File: src/rtl/udp_header_builder.sv
// Egress UDP framer: prepends a 42-byte Ethernet II + IPv4 + UDP header to a
// 256-bit payload stream, realigning the payload by 10 bytes through a carry.
module udp_header_builder #(
  parameter logic [7:0]  TTL       = 8'd64,
  parameter logic [15:0] ETHERTYPE = 16'h0800
) (
  input  logic         clk,
  input  logic         rst,
  input  logic [255:0] in_data,
  input  logic [31:0]  in_keep,
  input  logic         in_valid,
  input  logic         in_last,
  output logic         in_ready,
  input  logic [47:0]  dst_mac,
  input  logic [47:0]  src_mac,
  input  logic [31:0]  src_ip,
  input  logic [31:0]  dst_ip,
  input  logic [15:0]  src_port,
  input  logic [15:0]  dst_port,
  input  logic [15:0]  payload_len,
  output logic [255:0] out_data,
  output logic [31:0]  out_keep,
  output logic         out_valid,
  output logic         out_last,
  input  logic         out_ready,
  output logic         len_error
);

  typedef enum logic [2:0] {S_IDLE, S_HDR, S_MERGE, S_STREAM, S_FLUSH} state_t;

  state_t        r_state;
  logic [47:0]   r_dst_mac;
  logic [47:0]   r_src_mac;
  logic [31:0]   r_src_ip;
  logic [31:0]   r_dst_ip;
  logic [15:0]   r_src_port;
  logic [15:0]   r_dst_port;
  logic [15:0]   r_plen;
  logic [15:0]   r_csum;
  logic [15:0]   r_ip_id;
  logic [79:0]   r_carry;
  logic [15:0]   r_cnt;
  logic [5:0]    r_flush_n;
  logic          r_len_error;

  logic [5:0]    w_n;
  logic [5:0]    w_last_n;
  logic [15:0]   w_cnt_next;
  logic [15:0]   w_ip_total;
  logic [15:0]   w_udp_len;
  logic          w_payload_state;
  logic          w_fire_in;

  function automatic logic [31:0] keep_top(input logic [5:0] k);
    return ~(32'hFFFF_FFFF >> k);
  endfunction

  // End-around-carry sum of the IPv4 header words, checksum word taken as zero.
  function automatic logic [15:0] ip_csum(input logic [15:0] tot, input logic [15:0] id,
                                          input logic [31:0] sip, input logic [31:0] dip);
    logic [19:0] s;
    s = {4'd0, 16'h4500} + {4'd0, tot} + {4'd0, id} + {4'd0, 16'h4000} +
        {4'd0, TTL, 8'h11} + {4'd0, sip[31:16]} + {4'd0, sip[15:0]} +
        {4'd0, dip[31:16]} + {4'd0, dip[15:0]};
    s = {4'd0, s[15:0]} + {16'd0, s[19:16]};
    s = {4'd0, s[15:0]} + {16'd0, s[19:16]};
    return ~s[15:0];
  endfunction

  always_comb begin
    w_n = '0;
    for (int i = 0; i < 32; i++) w_n = w_n + {5'd0, in_keep[i]};
  end

  assign w_last_n        = 6'd10 + w_n;
  assign w_cnt_next      = r_cnt + {10'd0, w_n};
  assign w_ip_total      = r_plen + 16'd28;
  assign w_udp_len       = r_plen + 16'd8;
  assign w_payload_state = (r_state == S_MERGE) || (r_state == S_STREAM);
  assign w_fire_in       = w_payload_state && in_valid && out_ready;
  assign len_error       = r_len_error;

  always_comb begin
    in_ready  = 1'b0;
    out_valid = 1'b0;
    out_data  = '0;
    out_keep  = '0;
    out_last  = 1'b0;
    case (r_state)
      S_HDR: begin
        out_valid = 1'b1;
        out_keep  = '1;
        out_data  = {r_dst_mac, r_src_mac, ETHERTYPE, 8'h45, 8'h00, w_ip_total, r_ip_id,
                     16'h4000, TTL, 8'h11, r_csum, r_src_ip, r_dst_ip[31:16]};
      end
      S_MERGE, S_STREAM: begin
        in_ready  = out_ready;
        out_valid = in_valid;
        if (r_state == S_MERGE)
          out_data = {r_dst_ip[15:0], r_src_port, r_dst_port, w_udp_len, 16'h0000, in_data[255:80]};
        else
          out_data = {r_carry, in_data[255:80]};
        if (in_last && (w_n <= 6'd22)) begin
          out_last = 1'b1;
          out_keep = keep_top(w_last_n);
        end else begin
          out_keep = '1;
        end
      end
      S_FLUSH: begin
        out_valid = 1'b1;
        out_last  = 1'b1;
        out_data  = {r_carry, 176'd0};
        out_keep  = keep_top(r_flush_n);
      end
      default: ;
    endcase
  end

  always_ff @(posedge clk or posedge rst) begin
    if (rst) begin
      r_state     <= S_IDLE;
      r_dst_mac   <= '0;
      r_src_mac   <= '0;
      r_src_ip    <= '0;
      r_dst_ip    <= '0;
      r_src_port  <= '0;
      r_dst_port  <= '0;
      r_plen      <= '0;
      r_csum      <= '0;
      r_ip_id     <= '0;
      r_carry     <= '0;
      r_cnt       <= '0;
      r_flush_n   <= '0;
      r_len_error <= 1'b0;
    end else begin
      r_len_error <= 1'b0;
      case (r_state)
        S_IDLE: begin
          if (in_valid) begin
            r_dst_mac  <= dst_mac;
            r_src_mac  <= src_mac;
            r_src_ip   <= src_ip;
            r_dst_ip   <= dst_ip;
            r_src_port <= src_port;
            r_dst_port <= dst_port;
            r_plen     <= payload_len;
            r_csum     <= ip_csum(payload_len + 16'd28, r_ip_id, src_ip, dst_ip);
            r_cnt      <= '0;
            r_state    <= S_HDR;
          end
        end
        S_HDR: begin
          if (out_ready) r_state <= S_MERGE;
        end
        S_MERGE, S_STREAM: begin
          if (w_fire_in) begin
            r_carry <= in_data[79:0];
            r_cnt   <= w_cnt_next;
            if (!in_last) begin
              r_state <= S_STREAM;
            end else if (w_n <= 6'd22) begin
              r_ip_id     <= r_ip_id + 16'd1;
              r_len_error <= (w_cnt_next != r_plen);
              r_state     <= S_IDLE;
            end else begin
              r_flush_n <= w_n - 6'd22;
              r_state   <= S_FLUSH;
            end
          end
        end
        S_FLUSH: begin
          if (out_ready) begin
            r_ip_id     <= r_ip_id + 16'd1;
            r_len_error <= (r_cnt != r_plen);
            r_state     <= S_IDLE;
          end
        end
        default: r_state <= S_IDLE;
      endcase
    end
  end

endmodule

File: config.mk
export PLATFORM = sky130hd
export DESIGN_NAME = udp_header_builder
export DESIGN_NICKNAME = d
export VERILOG_FILES = /design/src/rtl/udp_header_builder.sv
export SDC_FILE = /design/constraint.sdc
export NUM_CORES = 1
export LEC_CHECK = 0
export CELL_PAD_IN_SITES_DETAIL_PLACEMENT = 0
export CELL_PAD_IN_SITES_GLOBAL_PLACEMENT = 1
export CORE_AREA = 10 10 298 300
export CTS_CLUSTER_SIZE = 25
export DETAILED_ROUTE_END_ITERATION = 12
export DIE_AREA = 0 0 308 310
export GPL_ROUTABILITY_DRIVEN = 1
export GPL_TIMING_DRIVEN = 1
export HOLD_SLACK_MARGIN = 0.1
export PLACE_DENSITY = 0.79
export SLEW_MARGIN = 20
export SYNTH_ARGS = -nofsm -noshare
export SYNTH_HDL_FRONTEND = slang
export SYNTH_SLANG_ARGS = --single-unit
File: constraint.sdc
create_clock -name clk -period 26.3 [get_ports clk]
set_clock_uncertainty 0.05 [all_clocks]
set_input_delay 3.945 -clock clk [delete_from_list [all_inputs] [get_ports clk]]
set_output_delay 3.945 -clock clk [all_outputs]
set_load 0.05 [all_outputs]
==> Word-level counts from Yosys, hierarchy flattened <==
Cells that the tools add are included.
{ "totals": {"reg_bits": 346, "latchBits": 0, "mem_bits_rw": 0, "rom_bits": 0, "inputBits": 501, "output_inout_bits": 292, "elab_cells": 124, "n_memories": 0} }
{ "op_classes": {"add_sub_neg": 48, "mul": 0, "div_mod_pow": 0, "magnitude_cmp": 1, "n_eq_ne": 12, "n_shift": 2, "muxes": 28, "bitwise": 4, "n_reduce_logical": 15} }
{ "ops": {"columns": ["operator", "n"], "rows": [
  ["256-bit case mux with 3 select lines", 1],
  ["256-bit 2-to-1 mux", 1],
  ["6-bit by 1-bit adder with 6-bit output", 26],
  ["16-bit 2-to-1 mux", 6],
  ["32-bit case mux with 3 select lines", 1],
  ["20-bit by 16-bit adder with 20-bit output", 4],
  ["32-bit inverter", 2],
  ["16-bit case mux with 2 select lines", 2],
  ["32-bit by 6-bit right shift with 32-bit output (first input constant)", 2],
  ["16-bit by 5-bit adder with 16-bit output (second input constant)", 2],
  ["32-bit 2-to-1 mux", 1],
  ["16-bit inequality test", 2],
  ["19-bit by 15-bit adder with 20-bit output (second input constant)", 1],
  ["18-bit by 15-bit adder with 19-bit output (second input constant)", 1],
  ["17-bit by 16-bit adder with 18-bit output", 1],
  ["3-bit 2-to-1 mux", 6],
  ["15-bit by 16-bit adder with 17-bit output (first input constant)", 1],
  ["16-bit by 4-bit adder with 17-bit output", 1],
  ["16-bit by 1-bit adder with 16-bit output", 1],
  ["16-bit by 1-bit adder with 16-bit output (second input constant)", 1],
  ["16-bit by 4-bit adder with 16-bit output (second input constant)", 1],
  ["16-bit by 6-bit adder with 16-bit output", 1],
  ["16-bit inverter", 1],
  ["2-bit inequality test (second input constant)", 6],
  ["other kinds (24)", 38]
]} }

==> Logic depth before layout (Yosys ltp) <==
Gate-level depths: netlist (run 1).
{ "logic_depth": {"word_depth": 37, "ltp_mapped": 39, "mapped_depth_nobuf": 37} }

==> Worst setup path after synthesis (run 1) <==
OpenSTA, ideal clock, no wires.
{ "synth_timing": {"path_kind": "input-to-output", "startpoint": "input in_keep[17]", "endpoint": "output out_keep[13]", "arrival_ns": 10.133, "required_ns": 22.305, "slack_ns": 12.172, "cell_stages": 18, "path_buffers": 0, "path_cell_list": "fa_1 -> inv_1 -> fa_1 -> inv_1 -> fa_1 -> inv_1 -> fa_1 -> fa_1 -> fa_1 -> inv_1 -> ha_1 -> fa_1 -> xor2_1 -> ha_1 -> xnor2_1 -> o21ai_0 -> o21ai_0 -> or2_2"} }
{ "synth_between": {"elab_chain_cells": 20, "word_cells_on_any_way": 22, "classes_between": "16 x add/sub; 1 x order compare; 1 x shift; 2 x mux; 1 x bitwise; 1 x reduce/logical"} }
{ "synth_rtl": {"columns": ["item", "line", "text"], "rows": [
  ["start, declared", "10", "input logic [31:0] in_keep,"],
  ["6-bit by 1-bit adder with 6-bit output * (15 in series)", "72", "for (int i = 0; i < 32; i++) w_n = w_n + {5'd0, in_keep[i]};"],
  ["4-bit by 6-bit adder with 6-bit output", "75", "assign w_last_n = 6'd10 + w_n;"],
  ["32-bit by 6-bit right shift with 32-bit output", "55", "return ~(32'hFFFF_FFFF >> k);"],
  ["32-bit inverter", "55", null],
  ["32-bit 2-to-1 mux *", "103", "if (in_last && (w_n <= 6'd22)) begin"],
  ["32-bit case mux with 3 select lines *", "89", "case (r_state)"],
  ["end, declared", "22", "output logic [31:0] out_keep,"]
]} }
Every way passes the cells marked *; elsewhere a longest branch is shown, timed or not.

==> Worst setup path after layout (run 1) <==
{ "layout_timing": {"startpoint": "input in_keep[19]", "endpoint": "output out_keep[29]"} }
{ "layout_between": {"elab_chain_cells": 18, "word_cells_on_any_way": 20, "classes_between": "14 x add/sub; 1 x order compare; 1 x shift; 2 x mux; 1 x bitwise; 1 x reduce/logical"} }
{ "layout_rtl": {"columns": ["item", "line"], "rows": [
  ["6-bit by 1-bit adder with 6-bit output * (13 in series)", "72"],
  ["4-bit by 6-bit adder with 6-bit output", "75"],
  ["32-bit by 6-bit right shift with 32-bit output", "55"],
  ["32-bit inverter", "55"],
  ["32-bit 2-to-1 mux *", "103"],
  ["32-bit case mux with 3 select lines *", "89"]
]} }
Marked as above.

==> results.toml, run 1 <==
[global_routing]
global_route.usage.total_pct = 21.2
grt_overflow = 0
gr-usage-met1_pct = 26.7
first_global_vias = 21646
grtUsageMet3_pct = 4.42
global_route.peak_usage_layer = "met2"
grt_start_max_net_pins = 195
initial_antenna_violation_count = 12
first_pass_grt_wire_length_microns = 152000
use_met2_pct = 37.2

[cts]
cts_made_buffers = 45
post-cts-setup-buffer-count = 0
clkSinkCount = 346
ctsRootBufferMaster = "sky130_fd_sc_hd__clkbuf_16"
maximum_count_of_clock_buffers_along_a_single_path = 3
cts_max_level = 2
cts_resized = 0
worst_setup_hold_path_clk_slew_ns = 0.05
cts_tree = "done"
worstSkewPairLatency_ns = 0.58
cts_hold_buffers_added = 0

[setup_path]
critPathCaptureType = "primary output"
ff2ff_setup_slack_ns = 17.37
r2r-start = "r_ip_id[3]"
critical_path.max_fanout = 6
crit_path_start_kind = "primary input"
capturing_point_of_the_worst_reg2reg_path = "r_csum[13]"
critical_path_arrival_ns = 11.35
reg2reg_depth = 30
worstPathRequired_ns = 22.31
setup.worst_path.class = "in2out"

[timing]
final-max-slew-violation-count = 0
timing_worst_slew_pin_value_ns = 1.04
finalSetupViolations = 0
max_freq_mhz = 65.2
final.period_utilization_pct = 58.3
final_hold_viol_count = 0
unrepaired_setup_endpoints_after_global_routing = "no"
final_tns_setup_ns = 0
maxSlewHeadroom_pct = 30.5
timing.final.crit_period_ns = 15.34

[synthesis]
synth.yosys.seq_area_share_pct = 39.4
flip_flop_and_latch_count_after_synthesis = 346
postSynthAreaPerCell_sq_um = 8.33
synth-warning-count = 0
synth_enable_flop_cells = 0
synth.top_cells.by_area = "sky130_fd_sc_hd__dfrtp_1, sky130_fd_sc_hd__nand2_1, sky130_fd_sc_hd__fa_1"
yosys.area.top_type = "sky130_fd_sc_hd__dfrtp_1"
ys_async_sr_fraction_pct = 100
postSynth.topFlopCell = "sky130_fd_sc_hd__dfrtp_1"
syn-cell-area_sq_um = 22000
synthesis.nets = 3294
post-synth-top-area-fraction_pct = 39.4
synth.lib_cells_used.distinct = 73
syn-instance-count = 2641

[detailed_routing]
dr.pass1.iters = 7
detail_route.drc_violations = 0
route.detailed.wl_per_inst_microns = 23.6
drt_iter0_drc = 1540
num_vias = 21438
number_of_routed_nets_with_antenna_violations = 0
drt_wl_total_microns = 105000
via_per_inst = 4.81

[floorplan]
die_area_sq_um = 95500
std_cell_rows = 106
die_extent_in_y_microns = 310
die_width_microns = 308
starting_density_pct = 26.5
coreArea_sq_um = 82900
ios = 793

[placed_design]
half_perimeter_wire_length_after_detailed_placement_microns = 82100
port_buffers = 792
gp_congestion = 0.896

[worst_hold_path]
whs_path_depth = 2
min_path_type = "reg2reg"
whs_endpoint = "r_src_mac[38]"
hold_start = "r_src_mac[38]"

[finish]
fillCellCount = 8463
layout_cells_sized_above_1_pct = 3.85
syn2layout_area_growth_pct = 47.5
final-seq-area_sq_um = 8660
multi_input_comb_area_sq_um = 12300
finish.net_count = 3993

[flow_run]
drv.max_cap_violation_count = 0

[run_status]
status = "finished clean"
==> cells in the final DEF (no fill, tap or decap), types with 4 or more instances in the layout <==
cell                                 n
sky130_fd_sc_hd__and3_1             16
sky130_fd_sc_hd__clkdlybuf4s50_1   792
sky130_fd_sc_hd__o21a_1              6
sky130_fd_sc_hd__inv_1             125
sky130_fd_sc_hd__fa_1               88
sky130_fd_sc_hd__mux2_2              7
sky130_fd_sc_hd__clkbuf_1           13
sky130_fd_sc_hd__buf_4              19
sky130_fd_sc_hd__bufinv_16           4
sky130_fd_sc_hd__ha_1               64
sky130_fd_sc_hd__o211ai_1            6
sky130_fd_sc_hd__nand3b_1            5
sky130_fd_sc_hd__o21ai_0           139
sky130_fd_sc_hd__nand2_1          1000
sky130_fd_sc_hd__a21oi_1            31
sky130_fd_sc_hd__xnor2_1            69
sky130_fd_sc_hd__and2_1             61
sky130_fd_sc_hd__nor2b_1             6
sky130_fd_sc_hd__a21o_1             17
sky130_fd_sc_hd__diode_2             8
sky130_fd_sc_hd__o31ai_1             5
sky130_fd_sc_hd__a31oi_1            10
sky130_fd_sc_hd__nand4_1            16
sky130_fd_sc_hd__and3b_1             4
sky130_fd_sc_hd__o221ai_1            7
sky130_fd_sc_hd__or2_2               5
sky130_fd_sc_hd__nor2b_4             4
sky130_fd_sc_hd__dfrtp_1           345
sky130_fd_sc_hd__a22oi_1            65
sky130_fd_sc_hd__a22o_1            115
sky130_fd_sc_hd__clkbuf_16          45
sky130_fd_sc_hd__nor3_1             16
sky130_fd_sc_hd__clkbuf_8            8
sky130_fd_sc_hd__nand2b_1           14
sky130_fd_sc_hd__nor2_1             58
sky130_fd_sc_hd__xor2_1             56
sky130_fd_sc_hd__nand3_1            45
sky130_fd_sc_hd__nor4_1              7
==> critical path: stages <==
cell and delay, ns:
sky130_fd_sc_hd__clkdlybuf4s50_1 0.51, sky130_fd_sc_hd__fa_1 0.55, sky130_fd_sc_hd__inv_1 0.06, sky130_fd_sc_hd__fa_1 0.50, sky130_fd_sc_hd__inv_1 0.05, sky130_fd_sc_hd__fa_1 0.47
sky130_fd_sc_hd__inv_1 0.05, sky130_fd_sc_hd__fa_1 0.46, sky130_fd_sc_hd__fa_1 0.49, sky130_fd_sc_hd__fa_1 0.49, sky130_fd_sc_hd__inv_1 0.04, sky130_fd_sc_hd__ha_1 0.20
sky130_fd_sc_hd__fa_1 0.40, sky130_fd_sc_hd__xor2_1 0.24, sky130_fd_sc_hd__nand3_1 0.13, sky130_fd_sc_hd__o21ai_0 0.07, sky130_fd_sc_hd__o21ai_0 0.32, sky130_fd_sc_hd__nand3_1 0.23
sky130_fd_sc_hd__o31ai_1 0.35, sky130_fd_sc_hd__a21boi_1 0.52, sky130_fd_sc_hd__nand3_1 0.27, sky130_fd_sc_hd__or2_1 0.29, sky130_fd_sc_hd__clkdlybuf4s50_1 0.71
==> per-layer routing <==
| metal | vias to the layer above | share of wire (%) |
|---|---|---|
| met4 | 10 | 1.8 |
| met2 | 676 | 50 |
| li1 | 10077 | - |
| met5 | - | 0.065 |
| met3 | 120 | 6.3 |
| met1 | 10555 | 42 |
==> cell families (layout without fill, tap and decap cells) <==
kind of cell	Yosys count	count (layout)	synth area share, %
and+or+nand+nor	1280	1280	24.3
AOI/OAI and AO/OA	439	439	14.2
adders and majority gates	152	152	11.7
DFF	346	346	39.4
xor gates and xnor gates	126	126	5.05
buffers and inverters	288	1020	4.92
muxes	10	10	0.495
other	0	8	0
==> layout make-up <==
| type | instances | area share (%) |
|---|---|---|
| Antenna cell | 8 | 0.0617 |
| Clock buffer | 66 | 3.96 |
| Inverter | 126 | 1.48 |
| Tap cell | 1080 | 4.17 |
| Clock inverter | 14 | 0.648 |
| Multi-Input combinational cell | 2007 | 37.9 |
| Timing Repair Buffer | 814 | 25.0 |
| Sequential cell | 346 | 26.7 |
==> cell usage after synthesis (14+ instances only) <==
cell                       count
sky130_fd_sc_hd__nand3_1      45
sky130_fd_sc_hd__o21ai_0     139
sky130_fd_sc_hd__and2_1       61
sky130_fd_sc_hd__nand2_1    1002
sky130_fd_sc_hd__a22oi_1      65
sky130_fd_sc_hd__and3_1       17
sky130_fd_sc_hd__a21o_1       17
sky130_fd_sc_hd__xor2_1       56
sky130_fd_sc_hd__xnor2_1      69
sky130_fd_sc_hd__a21oi_1      31
sky130_fd_sc_hd__a22o_1      115
sky130_fd_sc_hd__ha_1         64
sky130_fd_sc_hd__nand4_1      16
sky130_fd_sc_hd__dfrtp_1     346
sky130_fd_sc_hd__fa_1         88
sky130_fd_sc_hd__nor2_1       58
sky130_fd_sc_hd__clkbuf_1    153
sky130_fd_sc_hd__nor3_1       16
sky130_fd_sc_hd__inv_1       126
sky130_fd_sc_hd__nand2b_1     14
==> registers in the layout, indices dropped and copies added (netlist names) <==
register and flops:
r_dst_mac 48, r_carry 80, r_src_mac 48, r_ip_id 16, r_flush_n 6, r_src_ip 32, r_dst_port 16, r_cnt 16
r_plen 16, r_csum 16, r_dst_ip 32, r_state 3, r_src_port 16, len_error 1
==> metrics by stage <==
stage	util (%)	hold slack (ns)	worst slack [ns]	instance area [sq um]	cells
CTS	39.1	0.427	10.97	32400	4453
floorplan	-	0.392	12.17	22000	2641
finish	39.1	0.421	10.96	32400	4461
global placement	37.3	0.407	10.99	30900	4373
global route	39.1	0.442	10.58	32400	4458
detailed placement	37.3	0.412	10.98	30900	4373
==> worst max path at each step <==
stage           startpoint            to  slack (ns)  cells past startpoint
3_5_place_dp   in_keep[19]  out_keep[29]       10.98                     23
6_report       in_keep[19]  out_keep[29]       10.96                     23
5_1_grt        in_keep[19]  out_keep[29]       10.58                     23
3_3_place_gp   in_keep[19]  out_keep[29]       10.99                     22
4_1_cts        in_keep[19]  out_keep[29]       10.97                     23
2_1_floorplan  in_keep[17]  out_keep[13]       12.17                     18
Power of run 1 is left out: the tool's default activity adds up to more than one toggle a clock period on the data nets, which glitch-free logic cannot reach.
==> run 2, diff against run 1 <==
--- a/config.mk
+++ b/config.mk
@@ -7,14 +7,14 @@
 export LEC_CHECK = 0
 export CELL_PAD_IN_SITES_DETAIL_PLACEMENT = 0
 export CELL_PAD_IN_SITES_GLOBAL_PLACEMENT = 1
-export CORE_AREA = 10 10 298 300
+export CORE_AREA = 10 10 302 304
 export CTS_CLUSTER_SIZE = 25
 export DETAILED_ROUTE_END_ITERATION = 12
-export DIE_AREA = 0 0 308 310
+export DIE_AREA = 0 0 312 314
 export GPL_ROUTABILITY_DRIVEN = 1
 export GPL_TIMING_DRIVEN = 1
 export HOLD_SLACK_MARGIN = 0.1
-export PLACE_DENSITY = 0.79
+export PLACE_DENSITY = 0.78
 export SLEW_MARGIN = 20
 export SYNTH_ARGS = -nofsm -noshare
 export SYNTH_HDL_FRONTEND = slang
==> constraint.sdc (replaced) <==
create_clock -name clk -period 14.4 [get_ports clk]
set_clock_uncertainty 0.05 [all_clocks]
set_input_delay 2.16 -clock clk [delete_from_list [all_inputs] [get_ports clk]]
set_output_delay 2.16 -clock clk [all_outputs]
set_load 0.05 [all_outputs]
==> results.toml, run 2 (synthesized netlist as in run 1, its figures left out) <==
[cts]
ctsRootBufferMaster = "sky130_fd_sc_hd__clkbuf_16"
cts_tree = "done"
worst_setup_hold_path_clk_slew_ns = 0.06
post-cts-setup-buffer-count = 0
cts_made_buffers = 45
worstSkewPairLatency_ns = 0.59
maximum_count_of_clock_buffers_along_a_single_path = 3
cts_max_level = 2
cts_resized = 0
clkSinkCount = 346
cts_hold_buffers_added = 0

[finish]
syn2layout_area_growth_pct = 47.8
registers.top_by_ff_count = "r_carry"
layout_cells_sized_above_1_pct = 3.95
finish.net_count = 3992
layout.cells.most_common = "sky130_fd_sc_hd__nand2_1"
fillCellCount = 8773
largest_register_ffs = 80
registers_with_the_highest_flip_flop_counts = "r_carry (80), r_dst_mac (48), r_src_mac (48)"
finalCoreUtilization_pct = 38.3
layout_common_cells = "sky130_fd_sc_hd__nand2_1, sky130_fd_sc_hd__clkdlybuf4s50_1, sky130_fd_sc_hd__dfrtp_1, sky130_fd_sc_hd__o21ai_0, sky130_fd_sc_hd__inv_1"

[floorplan]
ios = 793
die_width_microns = 312
std_cell_rows = 107
die_area_sq_um = 98000
die_extent_in_y_microns = 314
coreArea_sq_um = 84900
starting_density_pct = 25.9

[setup_path]
setup.worst_path.class = "in2out"
critical_path_buf_inv_count = 6
cpPeakStageDelay_ns = 0.72
crit_path_start_kind = "primary input"
timing.critical_path.cells = "clkdlybuf4s50_1, fa_1, inv_1, fa_1, inv_1, fa_1, inv_1, fa_1, fa_1, fa_1, inv_1, ha_1, fa_1, xor2_1, nand3_1, o21ai_0, o21ai_0, nand3_1, o31ai_1, o21a_1, nand3_1, or3_1, clkdlybuf4s50_1"
crit_start = "in_keep[17]"
r2r-start = "r_ip_id[4]"
worst_path_cell_with_the_longest_stage_delay = "sky130_fd_sc_hd__clkdlybuf4s50_1"
timing.critical_path.max_delay_family = "adder cells"
capturing_point_of_the_worst_reg2reg_path = "r_csum[13]"
worstPathRequired_ns = 12.19
reg2reg_depth = 30
critical-path-top-cell-by-count = "sky130_fd_sc_hd__fa_1"
critical_path.max_fanout = 7
critical_path_arrival_ns = 9.38
ff2ff_setup_slack_ns = 5.69
critPathCaptureType = "primary output"

[timing]
fin_worst_hold_slack_ns = 0.423
timing.final.crit_period_ns = 11.59
unrepaired_setup_endpoints_after_global_routing = "no"
final-max-slew-violation-count = 0
maxSlewHeadroom_pct = 30.6
timing_worst_slew_pin_value_ns = 1.04
max_freq_mhz = 86.3
final_tns_setup_ns = 0
final_hold_viol_count = 0
final.period_utilization_pct = 80.5
finalSetupViolations = 0

[flow_run]
drv.max_cap_violation_count = 0

[detailed_routing]
route.detailed.wl_per_inst_microns = 23.2
drt_iter0_drc = 1276
number_of_routed_nets_with_antenna_violations = 0
via_per_inst = 4.70
drt_wl_total_microns = 105000
detail_route.drc_violations = 0
num_vias = 21254
dr.pass1.iters = 5

[worst_hold_path]
whs_endpoint = "r_carry[64]"
whs_path_depth = 2
min_path_type = "reg2reg"
hold_start = "r_carry[64]"

[placed_design]
half_perimeter_wire_length_after_detailed_placement_microns = 82300
gp_congestion = 0.920
port_buffers = 792

[global_routing]
grt_start_max_net_pins = 188
initial_antenna_violation_count = 13
global_route.usage.total_pct = 20.6
first_pass_grt_wire_length_microns = 152000
first_global_vias = 21910
grt_overflow = 0

[run_status]
status = "finished clean"
## run 2: stage by stage
stage | instances | instance area, sq um | worst slack, ns
finish | 4525 | 32500 | 2.81
global route | 4523 | 32500 | 2.48
detailed placement | 4436 | 31000 | 2.80
global placement | 4436 | 31000 | 2.80
floorplan | 2641 | 22000 | 2.60
CTS | 4515 | 32500 | 2.79
## run 2: worst max path at each step
stage / end / slack, ns / depth (start not counted)
finish: out_keep[21] / 2.81 / 23
global route: out_keep[29] / 2.48 / 23
CTS: out_keep[21] / 2.79 / 23
detailed placement: out_keep[29] / 2.80 / 23
global placement: out_keep[29] / 2.80 / 23
floorplan: len_error / 2.60 / 1
## run 2: final cells by class
type                    count  area (sq um)  share of cell area [%]
diodes                     10          25.0                  0.0770
clock buffers              62          1280                    3.94
clock inverters            17           204                   0.628
inverters                 126           480                    1.48
multi-input cells        2007         12300                    37.9
flip-flops and latches    346          8660                    26.6
well taps                1144          1430                    4.41
repair buffers            813          8110                    25.0
## run 2: worst reg2reg max path: cells and delay by family (launching register included)
family / cells / cell delay, ns
AO/OA/AOI/OAI: 11 / 2.10
AND/OR/NAND/NOR: 11 / 2.66
XOR/XNOR: 1 / 0.18
adder cells (fa/ha/maj): 7 / 2.93
flip-flops: 1 / 0.64
## run 2: routing by layer
| layer | vias to the layer above | part of all wire (%) | global-route usage [%] |
|---|---|---|---|
| met5 | - | 0.060 | 0 |
| met4 | 8 | 2.1 | 4.61 |
| met3 | 109 | 6.4 | 4.63 |
| met2 | 728 | 49 | 35.2 |
| met1 | 10342 | 43 | 26.1 |
| li1 | 10067 | - | - |
Power of run 2 is left out for the same reason.
==> run 3, diff against run 2 <==
==> constraint.sdc (replaced) <==
create_clock -name clk -period 11.65 [get_ports clk]
set_clock_uncertainty 0.05 [all_clocks]
set_input_delay 1.7475 -clock clk [delete_from_list [all_inputs] [get_ports clk]]
set_output_delay 1.7475 -clock clk [all_outputs]
set_load 0.05 [all_outputs]
==> results.toml, run 3 (synthesized netlist as in run 1, its figures left out) <==
[setup_path]
reg2reg_depth = 30
critical_path_arrival_ns = 9.06
critical-path-top-cell-by-count = "sky130_fd_sc_hd__fa_1"
worstPathRequired_ns = 9.85
total_stage_count_of_the_critical_path = 20
setup.worst_path.class = "in2out"
cpPeakStageDelay_ns = 0.71
critical_path_buf_inv_count = 4
worst_path_cell_with_the_longest_stage_delay = "sky130_fd_sc_hd__clkdlybuf4s50_1"
critical_path.max_fanout = 6
timing.critical_path.max_delay_family = "adder cells"
crit_path_start_kind = "primary input"
timing.critical_path.cells = "clkdlybuf4s50_1, fa_1, inv_1, fa_1, fa_1, fa_1, fa_1, fa_1, inv_1, ha_1, a21o_1, a21oi_1, xnor2_1, a21o_1, xor2_1, o31ai_1, a21boi_1, nand3_1, or2_1, clkdlybuf4s50_1"
critPathCaptureType = "primary output"

[timing]
final.period_utilization_pct = 93.2
finalSetupViolations = 0
final-max-slew-violation-count = 0
timing_worst_slew_pin_value_ns = 0.993
timing.final.crit_period_ns = 10.86
max_freq_mhz = 92.1
maxSlewHeadroom_pct = 33.8
final_tns_setup_ns = 0
final_hold_viol_count = 0
unrepaired_setup_endpoints_after_global_routing = "no"

[floorplan]
die_area_sq_um = 98000
die_width_microns = 312
std_cell_rows = 107
coreArea_sq_um = 84900
ios = 793
die_extent_in_y_microns = 314
starting_density_pct = 25.9

[detailed_routing]
route.detailed.wl_per_inst_microns = 23.1
number_of_routed_nets_with_antenna_violations = 0
top_layer = "met5"
drt_wl_total_microns = 105000
dr.pass1.iters = 5
detail_route.drc_violations = 0
met2_length_microns = 50500
num_vias = 21380
drt-met1-wl_microns = 44100
drt_iter0_drc = 1454
met3RoutedLength_microns = 7430
via_per_inst = 4.71

[cts]
cts_hold_buffers_added = 0
cts_max_level = 2
cts_resized = 0
post-cts-setup-buffer-count = 0
cts_made_buffers = 44
worstSkewPairLatency_ns = 0.58
clkSinkCount = 346
cts_tree = "done"
maximum_count_of_clock_buffers_along_a_single_path = 3
ctsRootBufferMaster = "sky130_fd_sc_hd__clkbuf_16"
worst_setup_hold_path_clk_slew_ns = 0.06

[placed_design]
gp_congestion = 0.916
placed_cell_area_sq_um = 31000
port_buffers = 792
half_perimeter_wire_length_after_detailed_placement_microns = 82600

[global_routing]
grt_overflow = 0
global_route.usage.total_pct = 20.6
grt_start_max_net_pins = 188
first_global_vias = 21922
first_pass_grt_wire_length_microns = 152000
initial_antenna_violation_count = 22

[finish]
registers.top_by_ff_count = "r_carry"
finish.net_count = 3996
layout_cells_sized_above_1_pct = 4.23
layout.cells.most_common = "sky130_fd_sc_hd__nand2_1"
syn2layout_area_growth_pct = 48.1
layout_common_cells = "sky130_fd_sc_hd__nand2_1, sky130_fd_sc_hd__clkdlybuf4s50_1, sky130_fd_sc_hd__dfrtp_1, sky130_fd_sc_hd__o21ai_0, sky130_fd_sc_hd__inv_1"
final_area_sq_um = 32600
largest_register_ffs = 80
fillCellCount = 8748
registers_with_the_highest_flip_flop_counts = "r_carry (80), r_dst_mac (48), r_src_mac (48)"

[run_status]
status = "finished clean"

[worst_hold_path]
whs_path_depth = 2
min_path_type = "reg2reg"

[flow_run]
drv.max_cap_violation_count = 0
## run 3: path summary, 6_finish.rpt
path,from,to,slack (ns)
setup / recovery,in_keep[7],out_keep[29],0.79
min in group asynchronous,rst,r_src_mac[8],1.58
hold reg to reg,r_carry[61],r_carry[61],0.42
setup reg to reg,r_ip_id[4],r_csum[13],2.85
max in group asynchronous,rst,r_carry[74],7.83
hold / removal,r_carry[61],r_carry[61],0.42
## run 3: layer usage
layer / up-vias / track usage [%]
met5: - / 0
met4: 14 / 6.07
met3: 140 / 5.72
met2: 715 / 34.4
met1: 10429 / 25.7
li1: 10082 / -
## run 3: worst register-to-register path, delay by kind of cell, from the launching register on
kind	cells	cell delay [ns]
adders and majority gates	7	2.97
and+or+nand+nor	11	2.63
AOI/OAI and AO/OA	11	2.17
DFF	1	0.66
xor gates and xnor gates	1	0.17
## run 3: per-stage QoR
| step | worst slack (ns) | cells | hold WS (ns) | util (%) |
|---|---|---|---|---|
| 3_5_place_dp | 0.734 | 4441 | 0.412 | 36.5 |
| 4_1_cts | 0.802 | 4523 | 0.426 | 38.3 |
| 6_report | 0.788 | 4538 | 0.424 | 38.4 |
| 2_1_floorplan | 0.259 | 2641 | 0.392 | - |
| 5_1_grt | 0.531 | 4535 | 0.437 | 38.4 |
| 3_3_place_gp | 0.868 | 4441 | 0.407 | 36.5 |
## run 3: final cells by class
cell class	count	area (sq um)	area share [%]
Multi-Input combinational cell	2007	12300	37.8
Antenna cell	15	37.5	0.115
Sequential cell	346	8660	26.6
Clock inverter	23	253	0.776
Tap cell	1144	1430	4.40
Timing Repair Buffer	818	8150	25.0
Inverter	126	480	1.48
Clock buffer	59	1250	3.83
Power of run 3 is left out for the same reason.
